**config.mk**
```make
export PLATFORM = sky130hd
export DESIGN_NAME = sprite_addr_gen
export DESIGN_NICKNAME = d
export VERILOG_FILES = /design/src/rtl/sprite_addr_gen_pkg.sv /design/src/rtl/spr_hit_calc.sv /design/src/rtl/sprite_addr_gen.sv
export SDC_FILE = /design/constraint.sdc
export NUM_CORES = 2
export LEC_CHECK = 0
export ABC_AREA = 1
export BUFFER_PORTS_ARGS = -buffer_cell sky130_fd_sc_hd__buf_2
export CORE_ASPECT_RATIO = 0.9
export CORE_MARGIN = 2
export CORE_UTILIZATION = 56
export DETAILED_ROUTE_END_ITERATION = 10
export HOLD_SLACK_MARGIN = 0.05
export PLACE_DENSITY_LB_ADDON = 0.25
export SYNTH_ARGS = -nofsm -noshare
export SYNTH_HDL_FRONTEND = slang
export SYNTH_SLANG_ARGS = --single-unit
```
**constraint.sdc**
```tcl
create_clock -name clk -period 16.05 [get_ports clk]
set_clock_uncertainty 0.15 [all_clocks]
set_input_delay 3.21 -clock clk [delete_from_list [all_inputs] [get_ports clk]]
set_output_delay 3.21 -clock clk [all_outputs]
set_load 0.01 [all_outputs]
```
**src/rtl/sprite_addr_gen_pkg.sv**
```systemverilog
// rtl/sprite_addr_gen_pkg.sv - shared descriptor type and default constants for sprite_addr_gen
package sprite_addr_gen_pkg;

    localparam int CNT_W_DEF     = 10;
    localparam int ADDR_W_DEF    = 17;
    localparam int H_WRAP_DEF    = 850;
    localparam int ROM_DEPTH_DEF = 27000;

    typedef struct packed {
        logic [CNT_W_DEF-1:0]  loc_h;
        logic [CNT_W_DEF-1:0]  loc_v;
        logic [CNT_W_DEF-1:0]  width;
        logic [CNT_W_DEF-1:0]  height;
        logic [ADDR_W_DEF-1:0] base;
        logic                  en;
    } spr_desc_t;

endpackage

```
**src/rtl/spr_hit_calc.sv**
```systemverilog
// rtl/spr_hit_calc.sv - combinational inside test and pixel offset for one sprite
module spr_hit_calc #(
    parameter int CNT_W  = 10,
    parameter int ADDR_W = 17,
    parameter int H_WRAP = 850
) (
    input  logic [CNT_W-1:0]  h_cnt,
    input  logic [CNT_W-1:0]  v_cnt,
    input  logic [CNT_W-1:0]  loc_h,
    input  logic [CNT_W-1:0]  loc_v,
    input  logic [CNT_W-1:0]  width,
    input  logic [CNT_W-1:0]  height,
    input  logic              en,
    output logic              hit,
    output logic [ADDR_W-1:0] off
);

    localparam logic [CNT_W:0] HW = (CNT_W+1)'(H_WRAP);

    logic [CNT_W:0] h_ext, v_ext, lh_ext, lv_ext, h_end, v_end, dx, dy;
    logic           in_main, in_wrap, in_v;

    always_comb begin
        h_ext   = {1'b0, h_cnt};
        v_ext   = {1'b0, v_cnt};
        lh_ext  = {1'b0, loc_h};
        lv_ext  = {1'b0, loc_v};
        h_end   = lh_ext + {1'b0, width};
        v_end   = lv_ext + {1'b0, height};
        in_main = (h_ext >= lh_ext) && (h_ext < h_end);
        // Sprite running off the right edge reappears at the start of the line
        in_wrap = (h_end > HW) && (h_ext < (h_end - HW));
        in_v    = (v_ext >= lv_ext) && (v_ext < v_end);
        dx      = in_main ? (h_ext - lh_ext) : (h_ext + HW - lh_ext);
        dy      = v_ext - lv_ext;
        hit     = en && (in_main || in_wrap) && in_v && (width != '0) && (height != '0);
        off     = ADDR_W'(dy) * ADDR_W'(width) + ADDR_W'(dx);
    end

endmodule

```
**src/rtl/sprite_addr_gen.sv**
```systemverilog
// rtl/sprite_addr_gen.sv - double-buffered sprite descriptors with 2-stage pixel address pipeline
module sprite_addr_gen
    import sprite_addr_gen_pkg::*;
#(
    parameter int N_SPR     = 4,
    parameter int CNT_W     = CNT_W_DEF,
    parameter int ADDR_W    = ADDR_W_DEF,
    parameter int H_WRAP    = H_WRAP_DEF,
    parameter int ROM_DEPTH = ROM_DEPTH_DEF
) (
    input  logic                     clk,
    input  logic                     rst,
    input  logic [CNT_W-1:0]         h_cnt,
    input  logic [CNT_W-1:0]         v_cnt,
    input  logic                     frame_start,
    input  logic                     upd_we,
    input  logic [$clog2(N_SPR)-1:0] upd_idx,
    input  logic [CNT_W-1:0]         upd_loc_h,
    input  logic [CNT_W-1:0]         upd_loc_v,
    input  logic [CNT_W-1:0]         upd_width,
    input  logic [CNT_W-1:0]         upd_height,
    input  logic [ADDR_W-1:0]        upd_base,
    input  logic                     upd_en,
    output logic [ADDR_W-1:0]        pixel_addr,
    output logic                     hit,
    output logic [$clog2(N_SPR)-1:0] spr_id,
    output logic                     addr_err
);

    localparam int IDX_W = $clog2(N_SPR);

    spr_desc_t          pend_q [N_SPR];
    spr_desc_t          pend_d [N_SPR];
    spr_desc_t          act_q  [N_SPR];
    spr_desc_t          act_d  [N_SPR];

    logic               hit_c  [N_SPR];
    logic [ADDR_W-1:0]  off_c  [N_SPR];
    logic               hit1_q [N_SPR];
    logic [ADDR_W-1:0]  off1_q [N_SPR];
    logic [ADDR_W-1:0]  base1_q[N_SPR];

    logic               found, oor;
    logic [IDX_W-1:0]   sel_id;
    logic [ADDR_W-1:0]  sel_addr;
    logic [ADDR_W-1:0]  addr_d, addr_q;
    logic               hit_d, hit_q;
    logic [IDX_W-1:0]   spr_id_d, spr_id_q;
    logic               err_d, err_q;

    // Active copy reads the pre-write pending bank, so a same-cycle write waits a frame
    always_comb begin
        pend_d = pend_q;
        act_d  = act_q;
        if (frame_start) begin
            act_d = pend_q;
        end
        if (upd_we) begin
            pend_d[upd_idx] = '{loc_h: upd_loc_h, loc_v: upd_loc_v, width: upd_width,
                                height: upd_height, base: upd_base, en: upd_en};
        end
    end

    for (genvar g = 0; g < N_SPR; g++) begin : g_spr
        spr_hit_calc #(
            .CNT_W  (CNT_W),
            .ADDR_W (ADDR_W),
            .H_WRAP (H_WRAP)
        ) u_calc (
            .h_cnt  (h_cnt),
            .v_cnt  (v_cnt),
            .loc_h  (act_q[g].loc_h),
            .loc_v  (act_q[g].loc_v),
            .width  (act_q[g].width),
            .height (act_q[g].height),
            .en     (act_q[g].en),
            .hit    (hit_c[g]),
            .off    (off_c[g])
        );
    end

    always_comb begin
        found    = 1'b0;
        sel_id   = '0;
        sel_addr = '0;
        for (int i = 0; i < N_SPR; i++) begin
            if (!found && hit1_q[i]) begin
                found    = 1'b1;
                sel_id   = IDX_W'(i);
                sel_addr = base1_q[i] + off1_q[i];
            end
        end
        oor      = found && (sel_addr >= ADDR_W'(ROM_DEPTH));
        hit_d    = found && !oor;
        spr_id_d = hit_d ? sel_id : '0;
        addr_d   = hit_d ? sel_addr : '0;
        err_d    = err_q | oor;
    end

    always_ff @(posedge clk or negedge rst) begin
        if (!rst) begin
            for (int i = 0; i < N_SPR; i++) begin
                pend_q[i]  <= '0;
                act_q[i]   <= '0;
                hit1_q[i]  <= 1'b0;
                off1_q[i]  <= '0;
                base1_q[i] <= '0;
            end
            addr_q   <= '0;
            hit_q    <= 1'b0;
            spr_id_q <= '0;
            err_q    <= 1'b0;
        end else begin
            pend_q <= pend_d;
            act_q  <= act_d;
            for (int i = 0; i < N_SPR; i++) begin
                hit1_q[i]  <= hit_c[i];
                off1_q[i]  <= off_c[i];
                base1_q[i] <= act_q[i].base;
            end
            addr_q   <= addr_d;
            hit_q    <= hit_d;
            spr_id_q <= spr_id_d;
            err_q    <= err_d;
        end
    end

    assign pixel_addr = addr_q;
    assign hit        = hit_q;
    assign spr_id     = spr_id_q;
    assign addr_err   = err_q;

endmodule
```
==> key figures <==
Logic synthesis
  • Synth Flop Type: sky130_fd_sc_hd__dfrtp_1
  • Seq/Total Area, Yosys: 30.90%
  • Post-synth cell types: 63
  • #FFs+latches synth: 625
  • Post-synthesis cell area: 0.05062 sq mm
  • Async SR Flop Fraction: 100.0%
  • Number of instances in the synthesized netlist: 6079
  • Number of enable-type register cells in the synthesized netlist: 0
  • Post-synth top area share: 30.90%
  • Mean post-synth cell area: 8.327 sq um
  • Number of warnings issued by yosys: 0
  • Yosys top cell by area: sky130_fd_sc_hd__dfrtp_1
  • Cell types with the largest area share after synthesis: sky130_fd_sc_hd__dfrtp_1 31%, sky130_fd_sc_hd__ha_1 13%, sky130_fd_sc_hd__fa_1 13%

Floorplan
  • DIE AREA: 0.09282 sq mm
  • Standard cell core area: 0.08953 sq mm
  • Boundary pin count: 105
  • Std cell rows: 104
  • Horizontal die dimension: 320.9 um
  • Chip Height: 289.2 um
  • Initial standard-cell utilization of the core: 56.54%

Hold path
  • Hold Path Class: reg -> reg
  • Launch point of the worst hold path: act_q[121]

Routing
  • Final antenna-violating net count: 0
  • Initial drt markers: 3972
  • DRC viols: 0
  • Total via count after detailed routing: 41580
  • Final Routed Wirelength: 149.4 mm
  • Detail-routed net length per standard cell: 20.28 um
  • Router iterations before antenna repair: 6
  • Number of vias per cell after detailed routing: 5.643

Layout
  • Share of cells above drive strength 1: 6.615%
  • Area added between synthesis and finish: 8.201%
  • Total number of nets in the final design: 7088
  • Layout Cell Area excl Fill: 0.05477 sq mm

Global route
  • Via count of the first global-routing pass: 41010
  • Aggregate global-route resource usage: 32.97%
  • First-pass GRT wire length: 233.2 mm
  • Total congestion overflow: 0
  • Number of antenna violations at the first check in global routing: 13
  • Largest net degree at the start of global routing: 163

STA
  • Worst-Margin Slew: 1.259 ns
  • Accumulated negative setup slack: 0 ns
  • RSZ-0062 raised after global routing: no
  • Final worst-path cycle share: 64.96%
  • Relative max-transition margin: 15.79%
  • Shortest period the worst path allows: 10.43 ns
  • Maximum frequency from static timing analysis: 95.91 MHz
  • Final setup violation count: 0
  • Final hold violations: 0
  • Number of pins exceeding their max-slew limit in the final report: 0

Worst setup path
  • Cell with the largest stage delay on the worst path: sky130_fd_sc_hd__o21ai_0
  • Minimum setup slack among reg-to-reg paths: 7.57 ns
  • Critical path peak fanout: 20
  • Setup CP Type: in -> reg
  • Startpoint type of the worst setup path: primary input
  • Stage delay of the slowest cell on the critical path: 1.19 ns
  • Element type at the critical path end: register
  • Beginning of the worst register-to-register path: act_q[144]
  • CP required: 16.42 ns
  • Crit path launch: h_cnt[1]
  • Arrival time worst endpoint: 10.79 ns

Power
  • Clock network power share: 12.8%
  • Largest voltage drop on the vdd net: 0.0002849 V
  • Register share of total power: 17.3%
  • Net switching power of the design: 6.757 mW
  • Combinational power share: 69.9%
  • Lkg Pwr: 28.58 nW
  • Power Internal: 6.694 mW
  • Sw frac: 50.24%
  • Cell area power density: 245.6 mW/mm^2

Clock tree
  • Clock network latency to the later pin of the worst-skew pair: 0.64 ns
  • H-tree depth: 3
  • Clock transition at the registers of the reported paths: 0.06 ns
  • Resize count post-CTS: 0
  • TritonCTS clock tree: yes
  • Sink count of the clock tree: 625
  • Clock tree root driver cell: sky130_fd_sc_hd__clkbuf_16
  • Buffer count from post-CTS setup fixing: 0
  • # hold bufs at CTS: 0
  • Clock buffer count from CTS: 72
  • Buffers from clock root to sink, at most: 3

Flow run
  • # Max-Cap Violations: 0

Place
  • Placed wire-length estimate: 118.2 mm
  • Port Buffer Count: 104
  • Gpl congestion: 1.023
  • Total placed instance area: 0.05231 sq mm

Status
  • Status: finished, final reports clean
-- state kept, by name, summed over array words and instances, names as in the netlist --
name        cells
spr_id          2
pend_q        232
addr_err        1
base1_q        68
hit             1
off1_q         68
pixel_addr     17
act_q         232
hit1_q          4
-- cells by family (layout without fill, tap and decap cells) --
| group | count (synthesis) | count (layout) | synth area share [%] |
|---|---|---|---|
| and+or+nand+nor | 2116 | 2116 | 17.29 |
| muxes | 106 | 106 | 2.358 |
| xor gates and xnor gates | 254 | 254 | 4.499 |
| adders and majority gates | 857 | 857 | 26.05 |
| DFF | 625 | 625 | 30.90 |
| buffers and inverters | 1166 | 1284 | 8.738 |
| AOI/OAI and AO/OA | 954 | 954 | 10.17 |
| other | 1 | 6 | 0.007408 |
-- power by group through the flow --
stage,clock [mW],combinational [mW],sequential [mW]
after floorplan,0,7.13,2.20
after global placement,0,9.14,2.35
after detailed placement,0,9.36,2.36
after CTS,1.74,9.43,2.33
after global routing,1.80,10.9,2.36
final,1.72,9.40,2.33
-- path summary, 6_finish.rpt --
path / endpoint / depth (start not counted)
setup / recovery: off1_q[50] / 31
hold / removal: base1_q[38] / 0
setup reg to reg: off1_q[50] / 30
hold reg to reg: base1_q[38] / 0
max in group asynchronous: act_q[160] / 3
min in group asynchronous: act_q[57] / 1
-- stage by stage --
step                      hold slack (ns)  instances  worst slack, ns  utilization [%]  power, mW
after floorplan                    0.2001       6080            6.894                -      9.325
after global placement             0.2035       7239            5.554            58.42      11.49
after detailed placement           0.2068       7239            5.358            58.42      11.72
after CTS                          0.2084       7364            5.967            61.17      13.50
after global routing               0.2178       7365            5.174            61.17      15.05
final                              0.2091       7368            5.624            61.18      13.45
-- worst max-delay path, delay by kind of cell --
kind                     cells  cell delay [ns]
adder cells (fa/ha/maj)      5             2.03
AND/OR/NAND/NOR              8             1.40
buffers and inverters        8             1.23
AO/OA/AOI/OAI               10             2.90
-- synth_stat cells (4+ instances only) --
library cell               count
sky130_fd_sc_hd__nand2_1    1325
sky130_fd_sc_hd__nor4_1       21
sky130_fd_sc_hd__or2_2        15
sky130_fd_sc_hd__nor2_2        8
sky130_fd_sc_hd__nand2_2       4
sky130_fd_sc_hd__o221ai_1      4
sky130_fd_sc_hd__xor2_1      164
sky130_fd_sc_hd__nand3_1     218
sky130_fd_sc_hd__a21oi_1     299
sky130_fd_sc_hd__fa_1        328
sky130_fd_sc_hd__a21oi_2       4
sky130_fd_sc_hd__a211oi_1     12
sky130_fd_sc_hd__o21a_1        5
sky130_fd_sc_hd__buf_2         6
sky130_fd_sc_hd__dfrtp_1     625
sky130_fd_sc_hd__o31ai_1       8
sky130_fd_sc_hd__clkinv_1      7
sky130_fd_sc_hd__a31oi_1      28
sky130_fd_sc_hd__xnor2_1      83
sky130_fd_sc_hd__buf_4         5
sky130_fd_sc_hd__o211ai_1     14
sky130_fd_sc_hd__nor3_1       31
sky130_fd_sc_hd__a21boi_0     10
sky130_fd_sc_hd__nand3_2       6
sky130_fd_sc_hd__and2_1        5
sky130_fd_sc_hd__o21bai_1     28
sky130_fd_sc_hd__xor2_2        5
sky130_fd_sc_hd__nand4_1      71
sky130_fd_sc_hd__nor2_1      376
sky130_fd_sc_hd__clkbuf_1    112
sky130_fd_sc_hd__inv_2         4
sky130_fd_sc_hd__o21ai_0     491
sky130_fd_sc_hd__ha_1        529
sky130_fd_sc_hd__mux2_2      106
sky130_fd_sc_hd__nand3b_1     25
sky130_fd_sc_hd__buf_1         6
sky130_fd_sc_hd__o21ai_1      20
sky130_fd_sc_hd__inv_1      1022
sky130_fd_sc_hd__a21o_1       15
-- cells in the final DEF, fill, tap and decap left out, drive strengths merged, types with 2 or more instances in the layout --
cell	Yosys	final
a211oi	12	12
a21boi	11	11
a21o	15	15
a21oi	305	305
a31oi	28	28
and2	5	5
buf	18	126
bufinv	0	6
clkbuf	115	96
clkinv	7	19
clkinvlp	0	5
conb	1	2
dfrtp	625	625
diode	0	4
fa	328	328
ha	529	529
inv	1026	1032
mux2	106	106
nand2	1329	1329
nand3	225	225
nand3b	25	25
nand4	71	71
nor2	384	384
nor3	33	33
nor4	22	22
o211ai	15	15
o21a	5	5
o21ai	512	512
o21bai	28	28
o221ai	4	4
o22a	2	2
o311ai	3	3
o31ai	8	8
or2	20	20
xnor2	85	85
xor2	169	169
-- layer usage --
metal | wire, um | track usage, % | share of wire (%) | up-vias
met4 | 7790 | 15.04 | 5.2 | 2
met3 | 11580 | 5.103 | 7.8 | 333
li1 | - | - | - | 19570
met1 | 62390 | 44.08 | 42 | 20110
met5 | 8 | 0 | 0.0054 | -
met2 | 67630 | 53.35 | 45 | 1565
-- area by class of cell --
cell class / count / area [sq um]
Clock buffer: 96 / 2085
Clock inverter: 29 / 371.6
Fill cell: 7920 / 34750
Antenna cell: 4 / 10.01
Tap cell: 1166 / 1459
Multi-Input combinational cell: 4289 / 30610
Sequential cell: 625 / 15640
Timing Repair Buffer: 126 / 718.2
Inverter: 1033 / 3877
Note: power is estimated with default switching activity, not from simulation.
